<file path="src/rtl/mem_copy_engine_pkg.sv">
// mem_copy_engine_pkg: shared widths and FSM encoding for the copy engine
package mem_copy_engine_pkg;
  localparam int DEF_ADDR_W = 32;
  localparam int DEF_DATA_W = 32;
  localparam int DEF_LEN_W  = 16;
  typedef enum logic [1:0] {
    IDLE  = 2'd0,
    READ  = 2'd1,
    WRITE = 2'd2,
    DONE  = 2'd3
  } state_e;
endpackage

</file>
<file path="src/rtl/mem_copy_engine_addr_gen.sv">
// copy_addr_gen: source/destination pointers, copy direction and remaining-word count
module copy_addr_gen import mem_copy_engine_pkg::*; #(
  parameter int ADDR_W = DEF_ADDR_W,
  parameter int LEN_W  = DEF_LEN_W
) (
  input  logic              clk,
  input  logic              rst,
  input  logic              load_i,
  input  logic              step_i,
  input  logic [ADDR_W-1:0] src_addr_i,
  input  logic [ADDR_W-1:0] dst_addr_i,
  input  logic [LEN_W-1:0]  length_i,
  output logic [ADDR_W-1:0] src_nxt_o,
  output logic [ADDR_W-1:0] dst_ptr_o,
  output logic              last_o
);
  logic [ADDR_W-1:0] src_q, src_d, dst_q, dst_d, len_a;
  logic [LEN_W-1:0]  rem_q, rem_d;
  logic              desc_q, desc_d, ovl;
  // A destination starting inside the source block would clobber unread words, so copy top-down
  always_comb begin
    len_a  = ADDR_W'(length_i);
    ovl    = (dst_addr_i > src_addr_i) && (dst_addr_i < src_addr_i + len_a);
    desc_d = load_i ? ovl : desc_q;
    src_d  = load_i ? (ovl ? src_addr_i + len_a - ADDR_W'(1) : src_addr_i) :
             step_i ? (desc_q ? src_q - ADDR_W'(1) : src_q + ADDR_W'(1)) : src_q;
    dst_d  = load_i ? (ovl ? dst_addr_i + len_a - ADDR_W'(1) : dst_addr_i) :
             step_i ? (desc_q ? dst_q - ADDR_W'(1) : dst_q + ADDR_W'(1)) : dst_q;
    rem_d  = load_i ? length_i : step_i ? rem_q - LEN_W'(1) : rem_q;
  end
  always_ff @(posedge clk) begin
    if (rst) begin
      src_q  <= '0;
      dst_q  <= '0;
      rem_q  <= '0;
      desc_q <= 1'b0;
    end else begin
      src_q  <= src_d;
      dst_q  <= dst_d;
      rem_q  <= rem_d;
      desc_q <= desc_d;
    end
  end
  assign src_nxt_o = src_d;
  assign dst_ptr_o = dst_q;
  assign last_o    = rem_q == LEN_W'(1);
endmodule

</file>
<file path="src/rtl/mem_copy_engine.sv">
// mem_copy_engine: memory-port initiator copying a word block with a running checksum
module mem_copy_engine import mem_copy_engine_pkg::*; #(
  parameter int ADDR_W = DEF_ADDR_W,
  parameter int DATA_W = DEF_DATA_W,
  parameter int LEN_W  = DEF_LEN_W
) (
  input  logic              clk,
  input  logic              rst,
  input  logic              start,
  input  logic [ADDR_W-1:0] src_addr,
  input  logic [ADDR_W-1:0] dst_addr,
  input  logic [LEN_W-1:0]  length,
  input  logic [DATA_W-1:0] rdata,
  output logic              MemRead,
  output logic              MemWrite,
  output logic [ADDR_W-1:0] address,
  output logic [DATA_W-1:0] wdata,
  output logic              busy,
  output logic              done,
  output logic [DATA_W-1:0] checksum,
  output logic [LEN_W-1:0]  words_copied
);
  state_e            state_q, state_d;
  logic              load, step, last, accept;
  logic [ADDR_W-1:0] src_nxt, dst_ptr, address_q, address_d;
  logic [DATA_W-1:0] wdata_q, wdata_d, checksum_q, checksum_d;
  logic [LEN_W-1:0]  words_q, words_d;
  logic              mem_read_q, mem_read_d, mem_write_q, mem_write_d;
  logic              busy_q, busy_d, done_q, done_d;
  assign accept = state_q == IDLE && start;
  assign load   = accept && length != '0;
  assign step   = state_q == WRITE;
  copy_addr_gen #(.ADDR_W(ADDR_W), .LEN_W(LEN_W)) u_addr_gen (
    .clk       (clk),
    .rst       (rst),
    .load_i    (load),
    .step_i    (step),
    .src_addr_i(src_addr),
    .dst_addr_i(dst_addr),
    .length_i  (length),
    .src_nxt_o (src_nxt),
    .dst_ptr_o (dst_ptr),
    .last_o    (last)
  );
  always_ff @(posedge clk) begin
    if (rst) state_q <= IDLE;
    else     state_q <= state_d;
  end
  always_comb begin
    state_d = state_q == IDLE  ? (accept ? (length == '0 ? DONE : READ) : IDLE) :
              state_q == READ  ? WRITE :
              state_q == WRITE ? (last ? DONE : READ) : IDLE;
  end
  // Outputs are registered, so they are derived from the state being entered
  always_comb begin
    mem_read_d  = state_d == READ;
    mem_write_d = state_d == WRITE;
    busy_d      = state_d == READ || state_d == WRITE;
    done_d      = state_d == DONE;
    address_d   = state_d == READ ? src_nxt : state_d == WRITE ? dst_ptr : address_q;
    wdata_d     = state_q == READ ? rdata : wdata_q;
    checksum_d  = accept ? '0 : state_q == READ ? checksum_q + rdata : checksum_q;
    words_d     = accept ? '0 : step ? words_q + LEN_W'(1) : words_q;
  end
  always_ff @(posedge clk) begin
    if (rst) begin
      mem_read_q  <= 1'b0;
      mem_write_q <= 1'b0;
      busy_q      <= 1'b0;
      done_q      <= 1'b0;
      address_q   <= '0;
      wdata_q     <= '0;
      checksum_q  <= '0;
      words_q     <= '0;
    end else begin
      mem_read_q  <= mem_read_d;
      mem_write_q <= mem_write_d;
      busy_q      <= busy_d;
      done_q      <= done_d;
      address_q   <= address_d;
      wdata_q     <= wdata_d;
      checksum_q  <= checksum_d;
      words_q     <= words_d;
    end
  end
  assign MemRead      = mem_read_q;
  assign MemWrite     = mem_write_q;
  assign busy         = busy_q;
  assign done         = done_q;
  assign address      = address_q;
  assign wdata        = wdata_q;
  assign checksum     = checksum_q;
  assign words_copied = words_q;
endmodule

</file>
<file path="config.mk">
export PLATFORM = sky130hd
export DESIGN_NAME = mem_copy_engine
export DESIGN_NICKNAME = d
export VERILOG_FILES = /design/src/rtl/mem_copy_engine_pkg.sv /design/src/rtl/mem_copy_engine_addr_gen.sv /design/src/rtl/mem_copy_engine.sv
export SDC_FILE = /design/constraint.sdc
export NUM_CORES = 1
export LEC_CHECK = 0
export ABC_AREA = 1
export BUFFER_PORTS_ARGS = -buffer_cell sky130_fd_sc_hd__buf_4
export CELL_PAD_IN_SITES_DETAIL_PLACEMENT = 0
export CELL_PAD_IN_SITES_GLOBAL_PLACEMENT = 1
export CORE_MARGIN = 2
export CORE_UTILIZATION = 38
export DETAILED_ROUTE_END_ITERATION = 10
export PLACE_DENSITY = 0.78
export SLEW_MARGIN = 30
export SYNTH_ARGS = -nofsm -noshare
export SYNTH_HDL_FRONTEND = slang
export SYNTH_SLANG_ARGS = --single-unit
</file>
<file path="constraint.sdc">
create_clock -name clk -period 4.4 [get_ports clk]
set_input_delay 0.66 -clock clk [delete_from_list [all_inputs] [get_ports clk]]
set_output_delay 0.66 -clock clk [all_outputs]
set_load 0.05 [all_outputs]
</file>
==> impl_metrics.toml, run 1 <==
[yosys]
synth_area_mm2 = 0.01996
yosysMostFrequentCell = "nand2_1"
synth_xor_area_share_pct = 5.511
synthArstFlopShare_pct = 0
ys_ff_latch = 199
ys.flop_type = "dfxtp_1"
yosys.area_share.simple_pct = 32.38
yosysUniqueCellTypes = 60
synth_area_per_cell_um2 = 6.200
synth_top_family_by_area = "simple AND/OR/NAND/NOR gates"
ys_warn_count = 0
yosysTopAreaCellShare_pct = 19.96
yosys-top-cells-count = "nand2_1 (848), inv_1 (398), nor2_1 (331)"
synth_top_cell_by_area = "dfxtp_1"
synth-edff-count = 0
synth-compound-area-share_pct = 18.36
synth.top_cells.by_area = "dfxtp_1 (20%), nand2_1 (16%), ha_1 (14%), inv_1 (7.5%), a21oi_1 (6.9%)"
muxShareOfSynthArea_pct = 0
ys_seq_area_share_pct = 19.96
synth_nets = 3557
postSynthCellCount = 3219
synth_fa_ha_area_share_pct = 14.17

[cts]
post-cts-setup-buffers = 0
clk_pin_slew_ps = 80
cts.sinks = 199
cts_tree = "yes"
cts_buffer_depth = 2
clk_latency_ps = 490
postCtsResizedCells = 0
cts_hold_buffers = 0
cts_buffers = 17
root_buffer = "clkbuf_16"
htreeDepth = 4

[finish]
final_area_mm2 = 0.02346
syn2layout_area_growth_pct = 17.57
final_cells = 4155
drive_above_1_share_pct = 11.72
nets = 3799

[power]
p_leak_nw = 12.01
pwr-share-seq_pct = 30.4
clockPowerShare_pct = 24.1
p_per_area_mw_per_mm2 = 295.5
p_sw_mw = 3.022
power_mw = 6.933
ir_worst_vdd_v = 0.0002314
power_frac_comb_pct = 45.5
switching_share_pct = 43.58
p_int_mw = 3.911

[die]
core_mm2 = 0.05161
pin_count = 231
placementRows = 83
die_h_um = 233.2
die_area_mm2 = 0.05437
die_w_um = 233.2
start_util_pct = 38.67

[sta]
tns_ps = 0
period_share_pct = 89.98
fin_crit_ps = 3959
finalHoldViolCount = 0
relSlewSlack_pct = 54.43
tightestPinTransition_ps = 677.4
drv_slew = 0
fmax_mhz = 252.6
skew_ps = 14.44
setup_violations = 0
rsz0062_at_grt = "no"

[worst_setup_path]
path_buf_inv = 6
crit_cells = 24
path_class = "in -> reg"
critPathArrivalTime_ps = 4380
crit_chain = "buf_4 > ha_1 > inv_1 > fa_1 > o21bai_2 > nand2_1 > nand3_1 > buf_4 > nand3_1 > nand2_1 > nand2_1 > nand2_1 > inv_1 > ha_1 > nand4_1 > nor3_1 > nand4_1 > nand4_4 > buf_12 > buf_4 > nand3_1 > nand2_1 > nand2_1 > a21oi_1"
cp_top_family = "simple AND/OR/NAND/NOR gates"
crit_path_top_delay_cell = "fa_1"
start_kind = "primary input"
slowest_delay_ps = 430
endpoint_kind = "flip-flop"
crit_top_cell = "nand2_1"
reg2reg_depth = 19
required_ps = 4820
r2r_slack_ps = 800
cp_max_fo = 51

[detailed_routing]
drt-vias-per-instance = 5.424
initialDrtViolationCount = 1872
wl_per_cell_um = 19.62
vias = 22540
wl_mm = 81.53
wl_met3_mm = 5.021
ant_nets = 0
wl_met2_mm = 35.89
drt_pass1_iterations = 7
highest_layer = "met4"
drc = 0
wl_met1_mm = 38.34

[grt]
grt_overflow = 0
antenna_found_initial = 1
grt_start_max_net_pins = 100
grt_use_total_pct = 29.81
grt_pass1_wl_mm = 124.1
grt_pass1_vias = 20900

[placed_design]
placed_cell_area_mm2 = 0.02287
portBuffers = 230
place_hpwl_mm = 66.41
placed_cells = 4122
place.gp.congestion = 0.9881

[outcome]
outcome = "finished, final reports clean"

[hold_path]
whs_path_depth = 3
hold_class = "in -> reg"

[run]
cap_violations = 0
## cells by family (layout without fill, tap and decap cells)
family / count (synthesis) / in the layout
simple gates: 1537 / 1537
other cells: 0 / 1
compound gates: 648 / 648
xor+xnor: 123 / 123
buf+inv: 489 / 744
flops: 199 / 199
fa+ha+maj: 223 / 223
## stage by stage
step	setup slack [ps]	hold WS (ps)	utilization, %
2_1_floorplan	251.1	462.8	-
3_3_place_gp	37.74	465.2	44.30
3_5_place_dp	15.25	473.0	44.30
4_1_cts	544.1	414.6	45.46
5_1_grt	164.4	438.2	45.46
6_report	440.9	446.3	45.46
## cell usage in the layout (no fill, tap or decap), types with 4 or more instances in the layout
cell type,instances
nor2_1,328
a21oi_2,11
a211oi_1,5
nand3b_1,24
o21ai_1,14
dfxtp_1,198
xnor2_1,51
a22oi_1,17
fa_1,5
buf_12,8
xor2_1,69
nor3_2,6
inv_1,395
nand2_2,10
a31oi_1,16
o2bb2ai_1,4
ha_1,218
o221ai_1,12
a221oi_1,4
o211ai_1,17
nand2_1,847
nor2_2,7
a21oi_1,274
a21o_1,13
nand4_1,47
nor4_1,10
nand3_1,194
o21bai_1,21
clkbuf_16,17
o21a_1,15
o21ai_0,207
or2_2,11
nor3_1,37
inv_6,5
buf_4,305
## sequential cells by signal (all words and copies together), names as in the netlist, 2 cells and up
name / count
u_addr_gen.dst_ptr_o: 32
words_copied: 16
u_addr_gen.src_q: 32
state_q: 2
address: 32
u_addr_gen.rem_q: 16
wdata: 32
checksum: 32
## routing by layer
layer / up-vias / global-route usage, %
li1: 11150 / -
met1: 10550 / 41.05
met2: 739 / 47.74
met3: 98 / 4.456
met4: 0 / 9.136
met5: - / 0
## cell type report
type                       count  area [um2]
inverter                     399        1499
antenna                        1       2.502
sequential                   199        3985
tap                          680       850.8
clock buffer                  21       460.4
clock inverter                11       135.1
multi-input combinational   2531       14080
timing repair buffer         313        2450
fill                        5510       28150
## worst reg2reg max path, delay by kind of cell, from the launching register on
kind            cells  cell delay, ps
simple gates       12            1460
compound gates      4             910
flops               1             490
fa+ha+maj           1             480
buf+inv             2             210
## worst paths after layout
kind	start	end
worst max-delay path	src_addr[0]	u_addr_gen.dst_ptr_o[14]$_SDFFE_PP0P_
worst min register to register	wdata[12]$_SDFFE_PP0N_	wdata[12]$_SDFFE_PP0N_
worst max register to register	u_addr_gen.desc_q$_SDFFE_PP0P_	address[20]$_SDFFE_PP0P_
worst min-delay path	rdata[31]	wdata[31]$_SDFFE_PP0N_
## power groups by stage
stage,registers [mW],logic [mW],clock network (mW)
2_1_floorplan,2.36,1.81,0
3_3_place_gp,2.14,3.10,0
3_5_place_dp,2.14,3.11,0
4_1_cts,2.10,3.12,1.71
5_1_grt,2.12,3.46,1.78
6_report,2.11,3.16,1.67
(Power assumes the default switching activity.)
==> run 2: changes to the inputs <==
Settings changed: RECOVER_POWER set to 50.
==> run 2 against run 1 <==
  * Largest power group unchanged
  * Utilization fell by 0.90 points
  * Die area did not move
  * Non-clock buffer count did not move
  * The flow now finishes with violations (max-capacitance violations, max-slew violations)
  * Critical path depth did not move
  * Via count fell by 0.66%
  * Clock power barely moved
  * Hold slack got worse by 1.1 ps
  * Final area fell by 2.0%
  * Sequential power barely moved
==> impl_metrics.toml, run 2 (synthesized netlist as in run 1, its figures left out) <==
[outcome]
outcome = "finished with violations"
violations = "max-capacitance violations, max-slew violations"

[grt]
grt_pass1_vias = 20900
grt_pass1_wl_mm = 124.1
grt_use_total_pct = 29.81
grt_start_max_net_pins = 100
antenna_found_initial = 1
grt_overflow = 0

[worst_setup_path]
cp_max_fo = 51
required_ps = 4820
start_kind = "primary input"
critPathArrivalTime_ps = 4380
path_class = "in -> reg"
endpoint_kind = "flip-flop"

[placed_design]
place_hpwl_mm = 66.41
placed_cells = 4122
place_ws_ps = 15.25
portBuffers = 230
place.gp.congestion = 0.9881

[finish]
nets = 3799
final_common_cell = "nand2_1"
drive_above_1_share_pct = 8.290
final_core_util_pct = 44.56
layout_common_cells = "nand2_1 (848), inv_1 (395), nor2_1 (329)"
syn2layout_area_growth_pct = 15.25
final_cells = 4155

[die]
core_mm2 = 0.05161
start_util_pct = 38.67
die_area_mm2 = 0.05437
die_h_um = 233.2
pin_count = 231
die_w_um = 233.2
placementRows = 83

[sta]
tightestPinTransition_ps = 2338
finalHoldViolCount = 0
setup_slack_ps = 448.5
rsz0062_at_grt = "no"
relSlewSlack_pct = -55.89
setup_violations = 0
drv_slew = 192
tns_ps = 0
skew_ps = 13.09
period_share_pct = 89.81
hold_slack_ps = 445.2
fin_crit_ps = 3951
fmax_mhz = 253.1

[cts]
cts.sinks = 199
post-cts-setup-buffers = 0
postCtsResizedCells = 0
cts_buffer_depth = 2
clk_pin_slew_ps = 80
cts_buffers = 17
cts_hold_buffers = 0
htreeDepth = 4
root_buffer = "clkbuf_16"
clk_latency_ps = 490
cts_tree = "yes"

[power]
p_per_area_mw_per_mm2 = 298.7
p_leak_nw = 11.51
ir_worst_vdd_v = 0.0002330

[detailed_routing]
ant_nets = 0
drc = 0
drt-vias-per-instance = 5.388
drt_pass1_iterations = 6
initialDrtViolationCount = 1885
wl_mm = 81.69
vias = 22390
wl_per_cell_um = 19.66

[run]
cap_violations = 3

[hold_path]
hold_class = "in -> reg"
[run 2: changes by cell type in the layout (fill, tap and decap cells not counted), sizes merged]
cell | previous run | this run
clkinvlp | 2 | 3
clkinv | 2 | 1
buf | 313 | 195
clkbuf | 21 | 139
[run 2: worst max-delay path, cell delays in order]
cell	delay, ps
buf_4	90
ha_1	180
inv_1	70
fa_1	430
o21bai_2	230
nand2_1	100
nand3_1	140
buf_4	160
nand3_1	120
nand2_1	90
nand2_1	50
nand2_1	90
inv_1	90
ha_1	280
nand4_1	110
nor3_1	260
nand4_1	200
nand4_4	150
buf_12	240
buf_4	200
nand3_1	80
nand2_1	80
nand2_1	100
a21oi_1	150
[run 2: through the flow]
| step | total power, mW | cell area, um2 |
|---|---|---|
| after floorplan | 4.167 | 19960 |
| after global placement | 5.240 | 22870 |
| after detailed placement | 5.251 | 22870 |
| after CTS | 6.939 | 23460 |
| after global routing | 7.297 | 23000 |
| final | 6.869 | 23000 |
[run 2: report_power, final]
group	switching, mW	internal [mW]	total [mW]
Clock	0.794	0.880	1.67
Sequential	0.144	1.96	2.10
Combinational	2.08	1.01	3.09
[run 2: path summary, 6_finish.rpt]
kind / from / endpoint / slack, ps / depth (start not counted)
setup / recovery: src_addr[0] / u_addr_gen.dst_ptr_o[14]$_SDFFE_PP0P_ / 450 / 24
hold / removal: rdata[12] / wdata[12]$_SDFFE_PP0N_ / 450 / 3
setup reg to reg: state_q[1]$_SDFF_PP0_ / words_copied[14]$_SDFFE_PP0P_ / 720 / 12
hold reg to reg: wdata[12]$_SDFFE_PP0N_ / wdata[12]$_SDFFE_PP0N_ / 480 / 2
[run 2: final cells by class]
cell class,instances,area (um2)
repair buffers,313,1996
flip-flops and latches,199,3985
diodes,1,2.502
multi-input cells,2531,14070
well taps,680,850.8
clock buffers,21,460.4
clock inverters,11,135.1
inverters,399,1499
fillers,5649,28610
[run 2: routing by layer]
| layer | up-vias | track usage, % | routed length, um |
|---|---|---|---|
| li1 | 11150 | - | - |
| met3 | 87 | 4.456 | 5020 |
| met2 | 692 | 47.74 | 35880 |
| met4 | 0 | 9.136 | 2271 |
| met1 | 10460 | 41.05 | 38520 |
| met5 | - | 0 | 0 |
==> run 3: changes to the inputs <==
Settings changed: BUFFER_PORTS_ARGS -buffer_cell sky130_fd_sc_hd__buf_4 to unset, CORE_MARGIN 2 to 3, CORE_UTILIZATION 38 to 42, DONT_BUFFER_PORTS set to 1, PLACE_DENSITY 0.78 to 0.79.
==> run 3 against run 2 <==
  * The flow still finishes with violations (max-capacitance violations, max-slew violations)
  * Hold slack worse by 190 ps
  * Die area is 7.7% lower
  * Clock power is 3% lower
  * Maximum frequency is 5.0% lower
  * Setup slack worse by 210 ps
  * Cell count is 7.6% lower
  * Final area is 6.6% lower
  * Combinational power is 17% lower
  * Via count is 3.8% lower
  * Largest power group unchanged
==> impl_metrics.toml, run 3 (synthesized netlist as in run 1, its figures left out) <==
[outcome]
outcome = "finished with violations"
violations = "max-capacitance violations, max-slew violations"

[die]
placementRows = 79
core_mm2 = 0.04675
die_area_mm2 = 0.05017
die_h_um = 224.0
die_w_um = 224.0
start_util_pct = 42.68
pin_count = 231

[detailed_routing]
drt-vias-per-instance = 5.610
wl_per_cell_um = 20.28
initialDrtViolationCount = 1636
vias = 21540
wl_met3_mm = 5.369
wl_mm = 77.86
drt_pass1_iterations = 5
wl_met2_mm = 35.46
drc = 0
wl_met1_mm = 34.71
highest_layer = "met5"
ant_nets = 0

[power]
ir_worst_vdd_v = 0.0002857
p_sw_mw = 2.889
p_per_area_mw_per_mm2 = 306.1
power_mw = 6.575
clockPowerShare_pct = 24.7
power_frac_comb_pct = 39.0
p_leak_nw = 10.74
switching_share_pct = 43.94
p_int_mw = 3.686
pwr-share-seq_pct = 36.3

[grt]
grt_pass1_vias = 20240
antenna_found_initial = 3
grt_overflow = 0
grt_start_max_net_pins = 76
grt_use_total_pct = 30.28
grt_pass1_wl_mm = 119.4

[finish]
fillers = 5077
final_area_mm2 = 0.02148
final_core_util_pct = 45.94
syn2layout_area_growth_pct = 7.617
final_common_cell = "nand2_1"
layout_common_cells = "nand2_1 (847), inv_1 (395), nor2_1 (330)"
nets = 3557
diodes = 0
drive_above_1_share_pct = 4.950

[sta]
setup_violations = 0
relSlewSlack_pct = -54.28
tightestPinTransition_ps = 2314
rsz0062_at_grt = "no"
drv_slew = 73
period_share_pct = 94.55
finalHoldViolCount = 0
skew_ps = 14.24
fin_crit_ps = 4160
setup_slack_ps = 239.7
fmax_mhz = 240.4

[worst_setup_path]
critPathArrivalTime_ps = 4520
start_kind = "primary input"
reg2reg_depth = 18
endpoint_kind = "flip-flop"
cp_max_fo = 39
required_ps = 4760
r2r_start = "checksum[0]$_SDFFE_PP0N_"
path_class = "in -> reg"
r2r_slack_ps = 500
r2r-end = "checksum[28]$_SDFFE_PP0N_"

[cts]
cts_buffer_depth = 2
htreeDepth = 4
root_buffer = "clkbuf_16"
cts_hold_buffers = 0
clk_pin_slew_ps = 80
post-cts-setup-buffers = 0
postCtsResizedCells = 0
cts_tree = "yes"
cts.sinks = 199
cts_buffers = 17
clk_latency_ps = 470

[placed_design]
place_hpwl_mm = 63.21
place.gp.congestion = 0.9946
place_ws_ps = -162.0
placed_cell_area_mm2 = 0.02092
portBuffers = 0

[hold_path]
hold_path_startpoint = "rst"
hold_class = "in -> reg"
whs_path_depth = 1
worstHoldEndpoint = "u_addr_gen.src_q[8]$_SDFF_PP0_"

[run]
cap_violations = 2
[run 3: power by group through the flow]
stage                     Clock [mW]  Combinational, mW  Sequential [mW]
after detailed placement           0               2.52             2.43
after CTS                       1.65               2.53             2.39
after floorplan                    0               1.81             2.36
final                           1.62               2.56             2.39
after global routing            1.72               2.86             2.40
after global placement             0               2.50             2.43
[run 3: layout make-up]
class                   instances  area (um2)  share of cell area [%]
clock buffers                  19       452.9                   2.109
clock inverters                13       137.6                  0.6408
inverters                     399        1499                   6.979
multi-input cells            2531       14070                   65.49
flip-flops and latches        199        3985                   18.56
well taps                     607       759.5                   3.536
repair buffers                 71       576.8                   2.686
[run 3: how the worst max path moves through the flow]
| stage | start | to | slack, ps | cells past startpoint |
|---|---|---|---|---|
| 6_report | src_addr[0] | address[30]$_SDFFE_PP0P_ | 240 | 23 |
| 5_1_grt | src_addr[0] | address[30]$_SDFFE_PP0P_ | 70 | 24 |
| 4_1_cts | src_addr[0] | address[30]$_SDFFE_PP0P_ | 340 | 23 |
| 3_5_place_dp | src_addr[0] | address[30]$_SDFFE_PP0P_ | -160 | 23 |
| 3_3_place_gp | src_addr[0] | address[30]$_SDFFE_PP0P_ | -120 | 23 |
| 2_1_floorplan | u_addr_gen.desc_q$_SDFFE_PP0P_ | address[20]$_SDFFE_PP0P_ | 250 | 19 |
[run 3: metrics by stage]
stage	hold WS, ps	cells	TNS (ps)
after floorplan	462.8	3219	0
after global placement	473.0	3807	-331.6
after detailed placement	492.2	3807	-997.3
after CTS	243.4	3839	0
after global routing	238.0	3839	0
final	255.3	3839	0
[run 3: worst max-delay path, stage by stage]
cell and delay (ps):
ha_1 150, inv_1 50, fa_1 430, o21bai_2 220
buf_4 140, nand2_1 40, nand2_1 110, nand2_1 70
nand3_1 160, nand3_1 100, nand2_1 150, inv_1 90
ha_1 290, nand4_1 110, nor3_1 330, nand4_1 260
nand4_4 360, buf_12 260, nand2_1 80, nand3_1 180
nand2_1 90, nand2_1 120, nand2_1 60
[run 3: layer usage]
metal	track usage, %	up-vias
met1	39.71	10070
met2	50.72	700
li1	-	10650
met3	5.569	113
met4	9.080	2
met5	0	-
